<file path="src/rtl/io_port_pkg.sv">
// io_port_pkg
// Shared definitions for the io_port_ctrl memory-mapped I/O block:
//   - default register addresses for switches, status and display
//   - segment bit positions within the 7-bit {g,f,e,d,c,b,a} vector
//   - the 16-entry hex seven-segment table and its lookup function
package io_port_pkg;

  localparam logic [15:0] IO_ADDR_SW_DEF   = 16'hFFF0;
  localparam logic [15:0] IO_ADDR_STAT_DEF = 16'hFFF2;
  localparam logic [15:0] IO_ADDR_DISP_DEF = 16'hFFF4;

  // Bit index of each segment in the display vector, a is the LSB.
  localparam int SEG_A = 0;
  localparam int SEG_B = 1;
  localparam int SEG_C = 2;
  localparam int SEG_D = 3;
  localparam int SEG_E = 4;
  localparam int SEG_F = 5;
  localparam int SEG_G = 6;

  // Active-high segment patterns for hex digits 0..F.
  localparam logic [6:0] SEG_TABLE [16] = '{
    7'b0111111, 7'b0000110, 7'b1011011, 7'b1001111,
    7'b1100110, 7'b1101101, 7'b1111101, 7'b0000111,
    7'b1111111, 7'b1101111, 7'b1110111, 7'b1111100,
    7'b0111001, 7'b1011110, 7'b1111001, 7'b1110001
  };

  // Pattern for a 5-bit display word: bit 4 enables, bits 3:0 select the digit.
  function automatic logic [6:0] seg_decode(input logic [4:0] disp);
    logic [6:0] seg_s;
    if (disp[4]) begin
      seg_s = SEG_TABLE[disp[3:0]];
    end else begin
      seg_s = 7'b0000000;
    end
    return seg_s;
  endfunction

endpackage

</file>
<file path="src/rtl/switch_debouncer.sv">
// switch_debouncer
// Two-flop synchronizer followed by a debouncer for one asynchronous switch.
// Configuration macro: IO_DEBOUNCE_EN
//   defined   - a new synchronized value must persist DEBOUNCE_CYCLES edges
//               before it is accepted as the stable value.
//   undefined - the second synchronizer flop is the stable value itself;
//               DEBOUNCE_CYCLES has no effect.
// Ports:
//   clock      in   system clock
//   reset      in   synchronous active-low reset
//   sw_raw     in   raw asynchronous switch input
//   stable     out  debounced switch value (registered)
//   chg_set    out  high in the cycle before the edge at which stable changes;
//                   the parent samples it on that edge to set its change flag
module switch_debouncer #(
  parameter int DEBOUNCE_CYCLES = 4
) (
  input  logic clock,
  input  logic reset,
  input  logic sw_raw,
  output logic stable,
  output logic chg_set
);

  logic s1_r;
  logic s2_r;

`ifdef IO_DEBOUNCE_EN
  localparam int CNT_W = (DEBOUNCE_CYCLES > 1) ? $clog2(DEBOUNCE_CYCLES) : 1;
  localparam logic [CNT_W-1:0] CNT_MAX = CNT_W'(DEBOUNCE_CYCLES - 1);

  logic             stable_r;
  logic [CNT_W-1:0] cnt_r;

  // Synchronizer, persistence counter and stable value.
  always_ff @(posedge clock) begin
    if (!reset) begin
      s1_r     <= 1'b0;
      s2_r     <= 1'b0;
      stable_r <= 1'b0;
      cnt_r    <= '0;
    end else begin
      s1_r <= sw_raw;
      s2_r <= s1_r;
      if (s2_r == stable_r) begin
        cnt_r <= '0;
      end else if (cnt_r == CNT_MAX) begin
        stable_r <= s2_r;
        cnt_r    <= '0;
      end else begin
        cnt_r <= cnt_r + {{(CNT_W-1){1'b0}}, 1'b1};
      end
    end
  end

  assign stable  = stable_r;
  assign chg_set = (s2_r != stable_r) && (cnt_r == CNT_MAX);
`else
  // Synchronizer only; the second flop is the stable value.
  always_ff @(posedge clock) begin
    if (!reset) begin
      s1_r <= 1'b0;
      s2_r <= 1'b0;
    end else begin
      s1_r <= sw_raw;
      s2_r <= s1_r;
    end
  end

  assign stable  = s2_r;
  assign chg_set = (s1_r != s2_r);
`endif

endmodule

</file>
<file path="src/rtl/io_port_ctrl.sv">
// io_port_ctrl
// Memory-mapped I/O peripheral on the 16-bit data bus: two debounced switches
// with read-to-clear change flags, and a display register driving a
// 7-segment output.
// Configuration macro: IO_DEBOUNCE_EN (see switch_debouncer).
// Ports:
//   clock       in   system clock
//   reset       in   synchronous active-low reset
//   dmemaddr    in   [15:0] bus address
//   dmemwdata   in   [15:0] bus write data
//   dmemwrite   in   write enable
//   dmemread    in   read enable
//   io_sw0      in   raw switch 0 (asynchronous)
//   io_sw1      in   raw switch 1 (asynchronous)
//   io_rdata    out  [15:0] read data, combinational from registered state
//   io_hit      out  address matches one of the three registers
//   io_display  out  [6:0] segments {g,f,e,d,c,b,a}, active-high, registered
module io_port_ctrl
  import io_port_pkg::*;
#(
  parameter int          DEBOUNCE_CYCLES = 4,
  parameter logic [15:0] ADDR_SW         = IO_ADDR_SW_DEF,
  parameter logic [15:0] ADDR_STAT       = IO_ADDR_STAT_DEF,
  parameter logic [15:0] ADDR_DISP       = IO_ADDR_DISP_DEF
) (
  input  logic        clock,
  input  logic        reset,
  input  logic [15:0] dmemaddr,
  input  logic [15:0] dmemwdata,
  input  logic        dmemwrite,
  input  logic        dmemread,
  input  logic        io_sw0,
  input  logic        io_sw1,
  output logic [15:0] io_rdata,
  output logic        io_hit,
  output logic [6:0]  io_display
);

  logic       sw0_stable_s;
  logic       sw1_stable_s;
  logic       sw0_chg_set_s;
  logic       sw1_chg_set_s;
  logic       chg0_r;
  logic       chg1_r;
  logic [4:0] disp_r;
  logic [6:0] display_r;
  logic       hit_sw_s;
  logic       hit_stat_s;
  logic       hit_disp_s;
  logic       stat_clr_s;
  logic       disp_wr_s;
  logic [15:0] rdata_s;

  switch_debouncer #(.DEBOUNCE_CYCLES(DEBOUNCE_CYCLES)) u_sw0 (
    .clock   (clock),
    .reset   (reset),
    .sw_raw  (io_sw0),
    .stable  (sw0_stable_s),
    .chg_set (sw0_chg_set_s)
  );

  switch_debouncer #(.DEBOUNCE_CYCLES(DEBOUNCE_CYCLES)) u_sw1 (
    .clock   (clock),
    .reset   (reset),
    .sw_raw  (io_sw1),
    .stable  (sw1_stable_s),
    .chg_set (sw1_chg_set_s)
  );

  assign hit_sw_s   = (dmemaddr == ADDR_SW);
  assign hit_stat_s = (dmemaddr == ADDR_STAT);
  assign hit_disp_s = (dmemaddr == ADDR_DISP);
  assign stat_clr_s = dmemread  && hit_stat_s;
  assign disp_wr_s  = dmemwrite && hit_disp_s;

  // Change flags: a new switch acceptance beats a status read-clear on the same edge.
  always_ff @(posedge clock) begin
    if (!reset) begin
      chg0_r <= 1'b0;
      chg1_r <= 1'b0;
    end else begin
      if (sw0_chg_set_s) begin
        chg0_r <= 1'b1;
      end else if (stat_clr_s) begin
        chg0_r <= 1'b0;
      end else begin
        chg0_r <= chg0_r;
      end
      if (sw1_chg_set_s) begin
        chg1_r <= 1'b1;
      end else if (stat_clr_s) begin
        chg1_r <= 1'b0;
      end else begin
        chg1_r <= chg1_r;
      end
    end
  end

  // Display register; segments are decoded from the write data so the
  // output changes on the same edge as the register.
  always_ff @(posedge clock) begin
    if (!reset) begin
      disp_r    <= 5'b00000;
      display_r <= 7'b0000000;
    end else if (disp_wr_s) begin
      disp_r    <= dmemwdata[4:0];
      display_r <= seg_decode(dmemwdata[4:0]);
    end else begin
      disp_r    <= disp_r;
      display_r <= display_r;
    end
  end

  // Read mux; unmapped addresses return zero.
  always_comb begin
    rdata_s = 16'h0000;
    case (1'b1)
      hit_sw_s:   rdata_s = {14'b0, sw1_stable_s, sw0_stable_s};
      hit_stat_s: rdata_s = {14'b0, chg1_r, chg0_r};
      hit_disp_s: rdata_s = {11'b0, disp_r};
      default:    rdata_s = 16'h0000;
    endcase
  end

  assign io_rdata   = rdata_s;
  assign io_hit     = hit_sw_s || hit_stat_s || hit_disp_s;
  assign io_display = display_r;

endmodule

</file>
<file path="config.mk">
export PLATFORM = sky130hd
export DESIGN_NAME = io_port_ctrl
export DESIGN_NICKNAME = d
export VERILOG_FILES = /design/src/rtl/io_port_pkg.sv /design/src/rtl/switch_debouncer.sv /design/src/rtl/io_port_ctrl.sv
export SDC_FILE = /design/constraint.sdc
export NUM_CORES = 1
export LEC_CHECK = 0
export CAP_MARGIN = 25
export CORE_ASPECT_RATIO = 0.7
export CORE_MARGIN = 1
export CORE_UTILIZATION = 36
export CTS_BUF_LIST = sky130_fd_sc_hd__clkbuf_4
export DETAILED_ROUTE_END_ITERATION = 16
export HOLD_SLACK_MARGIN = 0.02
export PLACE_DENSITY = 0.76
export SYNTH_ARGS = -nofsm -noshare
export SYNTH_HDL_FRONTEND = slang
export SYNTH_HIERARCHICAL = 1
export SYNTH_SLANG_ARGS = --single-unit
</file>
<file path="constraint.sdc">
create_clock -name clock -period 1.7 [get_ports clock]
set_input_delay 0.34 -clock clock [delete_from_list [all_inputs] [get_ports clock]]
set_output_delay 0.34 -clock clock [all_outputs]
set_load 0.01 [all_outputs]
</file>
; ---- After elaboration in Yosys (flattened, before gate mapping)
; Memory sizes are Yosys's and may differ from the RTL's.
; Index checks and enable logic that the tools add are counted.
; W data, S select, Z words.
[classes]
add_sub_neg = 0
mul = 0
div = 0
n_lt_le_gt_ge = 1
eq_ne = 5
shift = 0
n_mux = 9
bitwise = 1
n_reduce_logical = 6
[ops]
columns = op, n
row1 = $eq A16 B16 Y1 const B, 3
row2 = $mux W7, 3
row3 = $mux W5, 3
row4 = $ge A5 B5 Y1 const B, 1
row5 = $not A4 Y5, 1
row6 = $reduce_bool A2 Y1, 2
row7 = $mux W1, 3
row8 = $logic_and A1 B1 Y1, 2
row9 = $logic_or A1 B1 Y1, 2
row10 = $ne A1 B1 Y1, 2
[totals]
register_bits = 18
latchBits = 0
mem_bits_rw = 0
mem_bits_ro = 112
inputBits = 38
out_inout_bits = 24
memories = 1
[memory_table]
columns = memory, words, word_bits, read_ports, rd_clocked_by_memory_dff, wr, line
row1 = (name not given), 16, 7, 1, 0, 0, io_port_pkg.sv:33  ; seg_s = SEG_TABLE[disp[3:0]];

; ---- Longest topological paths before layout
; Gate-level depths: netlist (run 1).
[depth]
depth_word = 5
ltp_mapped = 6

; ---- Hierarchy
; Netlist (run 1), hierarchy kept.
[modules_own_cells]
columns = module, instances, cells_each, area_per_inst_um2, seq_area_each_um2
row1 = io_port_ctrl, 1, 120, 1041.0, 280.3
row2 = switch_debouncer, 2, 5, 62.6, 40.0

; ---- Worst setup path before layout (run 1)
; Ideal clock, no wire load.
[synth_path]
path_kind = in2out
start = input port dmemaddr[0]
end = output port io_rdata[2]
arrival_time_ns = 1.526
required_ns = 1.360
setup_slack_ns = -0.166
cell_stages = 4
path_buffers = 0
cell_sequence = or2_4 > or4_4 > nor3b_2 > and2_1
[synth_via]
elab_chain_len = 4
elab_cells_between_ends = 6
classes_between = eq/ne: 3 / mux: 3
[synth_rtl]
columns = element, line
row1 = start: declaration, io_port_ctrl.sv:28  ; input logic [15:0] dmemaddr,
row2 = $eq A16 B16 Y1, io_port_ctrl.sv:72  ; assign hit_disp_s = (dmemaddr == ADDR_DISP);
row3 = $mux W5 (2 in a row), io_port_ctrl.sv:117  ; case (1'b1)
row4 = $mux W5 *, io_port_ctrl.sv:117
row5 = end: declaration, io_port_ctrl.sv:34  ; output logic [15:0] io_rdata,
; Every way passes the cells marked *; elsewhere a longest branch is shown, timed or not.

; ---- Final worst setup path (run 1)
[layout_path]
start = input port dmemaddr[3]
end = output port io_rdata[2]
; Same word-level chain as after synthesis.

==> impl_results.md, run 1 <==
- Full die area: 3470 um^2
- P&R area growth vs syn: 60.9%
- Setup ws final: -0.372 ns
- GR Overflow Total: 0
- Vias: around 1100
- Area share of xor/xnor cells in the synthesized design: under 10%
- Synthesized area per cell: approximately 9 um^2
- Clock-pin transition on the worst setup and hold timing paths: about 0.090 ns
- Yosys reg bits: 18
- Net count reported at finish: about 250
- Number of global-route vias before repair: between 1000 and 1500
- Maxcap violations: 0
- Initial antenna violation count: 0
- Dpl hpwl: ~2400 um
- Final setup TNS: -1.91 ns
- Dpl ws: -1.10 ns
- Fmax: roughly 480 MHz
- Die Ht: between 40 and 50 um
- Critical path data required time: approximately 1.4 ns
- CTS tree: yes
- Clock buffer depth: 2
- Fin crit period: 2.07 ns
- TritonCTS Buffers: 3
- 1st-iter DRT viols: 30
- Total power: a little under 0.9 mW
- RePlAce Congestion: approximately 0.86
- Hold Vio Cnt, Final: 0
- DRC Markers: 0
- Core area: ~2900 um^2
- Vias per cell: roughly 4.6
- Area share of the largest cell type after synthesis: 30.9%
- Sink Count: 18
- CTS Hold Bufs: 0
- Global-route wire length before repair: approximately 5000 um
- I/O pin total: 62
- WL/cell: about 13 um
- Worst Setup End Kind: primary output
- Max-slew violations: 0
- WHS: 0.466 ns
- Synth Area in Adders: 6.44%
- Synth area leader: dfxtp_1
- Cell variety after synth: 35
- Final Setup Violations: 6
- Layout cells sized above 1: between 30% and 40%
- Largest net degree at the start of global routing: 13
- Mapped Cells: between 100 and 150
- Worst hold path type: reg -> reg
- Rows: 16
- Critical Path Fanout Max: 2
- Largest family of logic cells by synthesized area: simple AND/OR/NAND/NOR gates
- Post-Route WL: a little over 3000 um
- Status: finished, violations left
- Root buffer cell: clkbuf_4
- Gr usage total: approximately a fifth
- RSZ-0062 raised after global routing: yes
- WS Path Type: in -> out
- Chip width: approximately 70 um
- Pwr/cell area: about 460 nW/um^2
- Failing checks: negative setup slack
- CP arrival: 1.73 ns
- # port buffers: 39
- Final antenna-violating net count: 0
- Leak Pwr: 0.862 nW
- Setup Skew: 0.0130 ns
- Sequential share of the synthesized area: roughly 31%
- H-tree Lvls: 1
- Syn. warnings: 6
- Simple-gate share of the synthesized area: a little under a quarter
- Initial DRT Pass Iterations: 4
- Worst-skew pair later-pin latency: around 0.30 ns
- Final period util: 122%
- Main area contributors after synthesis: dfxtp_1, mux2i_1, buf_4
- Compound-Gate Fraction of Synth Area: between 10 and 15%
- Mapped Area: about 1200 um^2
- Initial core utilization: 39.6%
- Ant. Diodes: 0
- Post-synthesis mux area share: between 10 and 15%
- Startpoint types: input port
- Worst-case vdd ir drop: ~0.00037 V
-- per-layer routing --
| layer | share of wire (%) | up-vias | GRT usage (%) |
|---|---|---|---|
| li1 | - | 572 | - |
| met1 | 46 | 499 | 21.8 |
| met2 | 51 | 21 | 34.5 |
| met3 | 2.1 | 4 | 3.07 |
| met4 | 1.5 | 0 | 7.00 |
| met5 | 0 | - | 0 |
-- Yosys cell counts (all sizes together) --
cell,number
xor2,2
nor3b,1
nand2,17
inv,5
nand3,1
nand4,3
or2,1
mux2i,16
o211ai,2
nor3,1
a21boi,1
buf,13
mux2,1
conb,1
or4,1
nor2,7
dfxtp,18
a221o,2
ha,6
a31oi,1
a311o,1
o21ai,4
and2,8
nor2b,2
a41oi,2
a211oi,1
nor4,1
clkbuf,4
and4b,1
o311ai,1
a21oi,3
nand2b,2
-- timing repair --
action                                  CTS  global route
pin swaps                                11             6
setup buffers                            17             4
cloned                                    0             0
endpoints found under the setup margin   17            18
gates resized for setup                  88             9
-- logic make-up (layout without fill, tap and decap cells) --
| family | Yosys count | in the layout |
|---|---|---|
| AO/OA/AOI/OAI | 18 | 18 |
| XOR/XNOR | 2 | 2 |
| adder cells (fa/ha/maj) | 6 | 6 |
| buffers and inverters | 22 | 85 |
| flip-flops | 18 | 18 |
| multiplexers | 17 | 17 |
| other | 1 | 11 |
| AND/OR/NAND/NOR | 46 | 46 |
-- placed cells by master (no fill, tap or decap), types with 2 or more instances in the layout --
cell	count
clkdlybuf4s50_1	16
buf_2	4
a21oi_1	2
nand2b_1	2
mux2i_1	16
conb_1	11
nand2_1	17
dlygate4sd2_1	4
a221o_1	2
clkbuf_4	3
a41oi_1	2
dfxtp_1	18
o211ai_1	2
inv_1	5
and2_4	3
ha_1	6
nor2b_1	2
and2_1	3
and2_2	2
nand4_1	2
nor2_1	7
xor2_1	2
buf_6	21
o21ai_0	3
dlymetal6s2s_1	3
buf_4	28
-- cell type report --
class | count | area [um^2]
inverters | 5 | 18.8
well taps | 36 | 45.0
multi-input cells | 100 | 727
clock inverters | 1 | 3.75
clock buffers | 3 | 22.5
repair buffers | 76 | 699
fillers | 253 | 1070
flip-flops and latches | 18 | 360
-- per-stage QoR --
stage / util [%] / area (um^2) / instances
3_5_place_dp: 58.0 / 1710 / 222
2_1_floorplan: - / 1220 / 140
5_1_grt: 63.8 / 1880 / 239
3_3_place_gp: 58.0 / 1710 / 222
6_report: 63.8 / 1880 / 239
4_1_cts: 64.5 / 1900 / 242
-- power breakdown --
group | internal, mW | total (mW) | switching, mW
clock network | 0.0856 | 0.215 | 0.130
registers | 0.430 | 0.435 | 0.00482
logic | 0.123 | 0.219 | 0.0956
-- worst max-delay path, cell delays in order --
cell and delay [ns]:
buf_6 0.09, or2_4 0.24, or4_4 0.50, nor3b_4 0.20, buf_4 0.14, and2_4 0.13, buf_6 0.09
-- final timing paths --
check                                                start                         end  slack [ns]  depth (start not counted)
worst min-delay path            io_display[5]$_SDFFE_PN0P_  io_display[5]$_SDFFE_PN0P_        0.47                          2
worst min register to register  io_display[5]$_SDFFE_PN0P_  io_display[5]$_SDFFE_PN0P_        0.47                          2
worst max-delay path                           dmemaddr[3]                 io_rdata[2]       -0.37                          7
worst max register to register     u_sw0/stable$_SDFF_PN0_         chg0_r$_SDFFE_PN0P_        0.78                          3
-- state kept, by name, indices dropped and copies added (netlist names) --
register      flops
chg1_r            1
u_sw1/s1_r        1
u_sw0/stable      1
u_sw0/s1_r        1
io_display        7
disp_r            5
u_sw1/stable      1
chg0_r            1
Power figures use the tool's default switching activity.
==> inputs of run 2 (changes only) <==
--- a/config.mk
+++ b/config.mk
@@ -5,7 +5,7 @@
 export SDC_FILE = /design/constraint.sdc
 export NUM_CORES = 1
 export LEC_CHECK = 0
-export CAP_MARGIN = 25
+export CAP_MARGIN = 30
 export CORE_ASPECT_RATIO = 0.7
 export CORE_MARGIN = 1
 export CORE_UTILIZATION = 36
@@ -13,6 +13,7 @@
 export DETAILED_ROUTE_END_ITERATION = 16
 export HOLD_SLACK_MARGIN = 0.02
 export PLACE_DENSITY = 0.76
+export SLEW_MARGIN = 20
 export SYNTH_ARGS = -nofsm -noshare
 export SYNTH_HDL_FRONTEND = slang
 export SYNTH_HIERARCHICAL = 1
==> results of run 2 <==
The final DEF is identical to that of run 1; final timing and power are the same.
==> inputs of run 3 (changes only) <==
--- a/config.mk
+++ b/config.mk
@@ -12,7 +12,7 @@
 export CTS_BUF_LIST = sky130_fd_sc_hd__clkbuf_4
 export DETAILED_ROUTE_END_ITERATION = 16
 export HOLD_SLACK_MARGIN = 0.02
-export PLACE_DENSITY = 0.76
+export PLACE_DENSITY = 0.77
 export SLEW_MARGIN = 20
 export SYNTH_ARGS = -nofsm -noshare
 export SYNTH_HDL_FRONTEND = slang
==> run 3 against run 2 <==
Compared with the run above: the flow still finishes with violations (negative setup slack); largest power group unchanged; power decreased by 1.8%; fmax decreased by 1.7%; highest routed layer unchanged; non-clock buffer count decreased by 6.
==> impl_results.md, run 3 (synthesis results as in run 1) <==
- Status: finished, violations left (unchanged)
- Failing checks: negative setup slack (unchanged)
- Critical path data required time: 1.36 ns (about the same)
- DRC Markers: 0 (unchanged)
- Clock power share: 24.9% (was 24.8%)
- Post-Route WL: 3110 um (was 3020 um)
- Fmax: 475 MHz (was 483 MHz)
- Critical path's most frequent cell: buf_6 (unchanged)
- Sink Count: 18 (unchanged)
- Final setup TNS: -2.09 ns (was -1.91 ns)
- Most frequent cells in the layout: buf_4, dfxtp_1, nand2_1, clkdlybuf4s50_1, mux2i_1 (was buf_4, buf_6, dfxtp_1)
- Die Ht: 49.6 um (unchanged)
- Full die area: 3470 um^2 (unchanged)
- Final period util: 124% (was 122%)
- Seq pwr share: 51.0% (was 50.1%)
- Setup Skew: 0.0107 ns (was 0.0130 ns)
- Total power: 0.854 mW (was 0.869 mW)
- Setup ws final: -0.407 ns (was -0.372 ns)
- CP max-delay cell: or4_4 (unchanged)
- Max-slew violations: 0 (unchanged)
- Ant. Diodes: 0 (unchanged)
- Largest net degree at the start of global routing: 13 (unchanged)
- Sw frac: 26.7% (was 26.5%)
- Core area: 2940 um^2 (unchanged)
- Final antenna-violating net count: 0 (unchanged)
- # port buffers: 39 (unchanged)
- RSZ-0062 raised after global routing: yes (unchanged)
- Global-route wire length before repair: 5200 um (was 5060 um)
- Final std cells w/o fill: 233 (was 239)
- Initial DRT Pass Iterations: 4 (unchanged)
- Storage cell area: 360 um^2 (unchanged)
- Worst-case vdd ir drop: 0.000386 V (was 0.000370 V)
- Commonest non-fill, non-tap cell in the layout: buf_4 (unchanged)
- Worst hold path type: in -> reg (was reg -> reg)
- Dpl ws: -1.16 ns (was -1.10 ns)
- Clock-pin transition on the worst setup and hold timing paths: 0.09 ns (about the same)
- CTS Hold Bufs: 0 (unchanged)
- CP bufs+invs: 3 (unchanged)
- Initial core utilization: 39.6% (unchanged)
- R2r setup slk: 0.81 ns (was 0.78 ns)
- Pwr/cell area: 469 nW/um^2 (was 463 nW/um^2)
- H-tree Lvls: 1 (unchanged)
- Number of global-route vias before repair: 1103 (was 1138)
- CP max stage delay: 0.54 ns (was 0.50 ns)
- CP cell instances: buf_6 -> or2_4 -> or4_4 -> nor3b_4 -> buf_4 -> and2_4 -> buf_6 (unchanged)
- Worst-skew pair later-pin latency: 0.29 ns (was 0.30 ns)
- Critical Path Fanout Max: 2 (unchanged)
- Maxcap violations: 0 (unchanged)
- 1st-iter DRT viols: 10 (was 30)
- GR Overflow Total: 0 (unchanged)
- Area of the multi-input gates: 734 um^2 (was 727 um^2)
- P&R area growth vs syn: 56.2% (was 60.9%)
- Root buffer cell: clkbuf_4 (unchanged)
- Initial antenna violation count: 0 (unchanged)
- WL/cell: 13.3 um (was 12.6 um)
- Net count reported at finish: 242 (was 248)
- Fin crit period: 2.11 ns (was 2.07 ns)
- Critical path's top delay family: simple AND/OR/NAND/NOR gates (unchanged)
- Sw power: 0.228 mW (was 0.230 mW)
- Layout cells sized above 1: 32.0% (was 33.5%)
- Placed insts: 219 (was 222)
- CP arrival: 1.77 ns (was 1.73 ns)
- CTS tree: yes (unchanged)
- Gate power share: 24.1% (was 25.2%)
- TritonCTS Buffers: 3 (unchanged)
- Cell Int Power: 0.626 mW (was 0.639 mW)
- Worst Setup End Kind: primary output (unchanged)
- Hold Vio Cnt, Final: 0 (unchanged)
- RePlAce Congestion: 0.894 (was 0.865)
- Vias: 1102 (was 1096)
- Final Setup Violations: 6 (unchanged)
- Chip width: 70.0 um (unchanged)
- Gr usage total: 19.1% (was 18.7%)
- WS Path Type: in -> out (unchanged)
- Leak Pwr: 0.819 nW (was 0.862 nW)
- Max reg flops: 7 (unchanged)
- Clock buffer depth: 2 (unchanged)
- I/O pin total: 62 (unchanged)
- Post-Route Utilization: 61.9% (was 63.8%)
- Dpl hpwl: 2490 um (was 2410 um)
- Vias per cell: 4.73 (was 4.59)
- Startpoint types: input port (unchanged)
- Rows: 16 (unchanged)
- Fillers: 255 (was 253)
[run 3: cell type report]
| class | count | share of cell area [%] |
|---|---|---|
| clock buffer | 3 | 1.24 |
| tap | 36 | 2.47 |
| inverter | 5 | 1.03 |
| timing repair buffer | 70 | 35.0 |
| multi-input combinational | 100 | 40.3 |
| sequential | 18 | 19.8 |
| clock inverter | 1 | 0.206 |
[run 3: power groups by stage]
| stage | combinational, mW | sequential, mW | clock [mW] |
|---|---|---|---|
| 5_1_grt | 0.226 | 0.437 | 0.239 |
| 3_3_place_gp | 0.192 | 0.445 | 0 |
| 2_1_floorplan | 0.101 | 0.444 | 0 |
| 6_report | 0.206 | 0.435 | 0.213 |
| 3_5_place_dp | 0.202 | 0.445 | 0 |
| 4_1_cts | 0.205 | 0.435 | 0.217 |
[run 3: stage by stage]
stage | cell area (um^2) | hold slack, ns
after global routing | 1820 | 0.401
after floorplan | 1220 | 0.434
after detailed placement | 1700 | 0.456
after CTS | 1850 | 0.471
after global placement | 1700 | 0.448
final | 1820 | 0.384
[run 3: worst paths after layout]
path                              startpoint                          to  depth (start not counted)
setup reg to reg       u_sw1/s1_r$_SDFF_PN0_         chg1_r$_SDFFE_PN0P_                          3
hold / removal                  dmemwdata[0]      disp_r[0]$_SDFFE_PN0P_                          3
hold reg to reg   io_display[5]$_SDFFE_PN0P_  io_display[5]$_SDFFE_PN0P_                          2
setup / recovery                 dmemaddr[3]                 io_rdata[3]                          7
[run 3: timing repair]
action	CTS	global route
endpoints found under the setup margin	18	20
cloned	1	0
hold endpoints to repair	0	0
resized for setup	59	25
pin swaps	10	6
setup buffers	15	3
[run 3: worst reg2reg max path: cells and delay by family, from the launching register on]
kind / cells / cell delay [ns]
AO/OA/AOI/OAI: 2 / 0.27
XOR/XNOR: 1 / 0.21
flip-flops: 1 / 0.35
[run 3: per-layer routing]
| metal | wire length [um] | track usage, % | vias up |
|---|---|---|---|
| li1 | - | - | 561 |
| met1 | 1440 | 24.3 | 508 |
| met2 | 1530 | 33.8 | 27 |
| met3 | 90 | 2.66 | 6 |
| met4 | 48 | 5.33 | 0 |
| met5 | 0 | 0 | - |
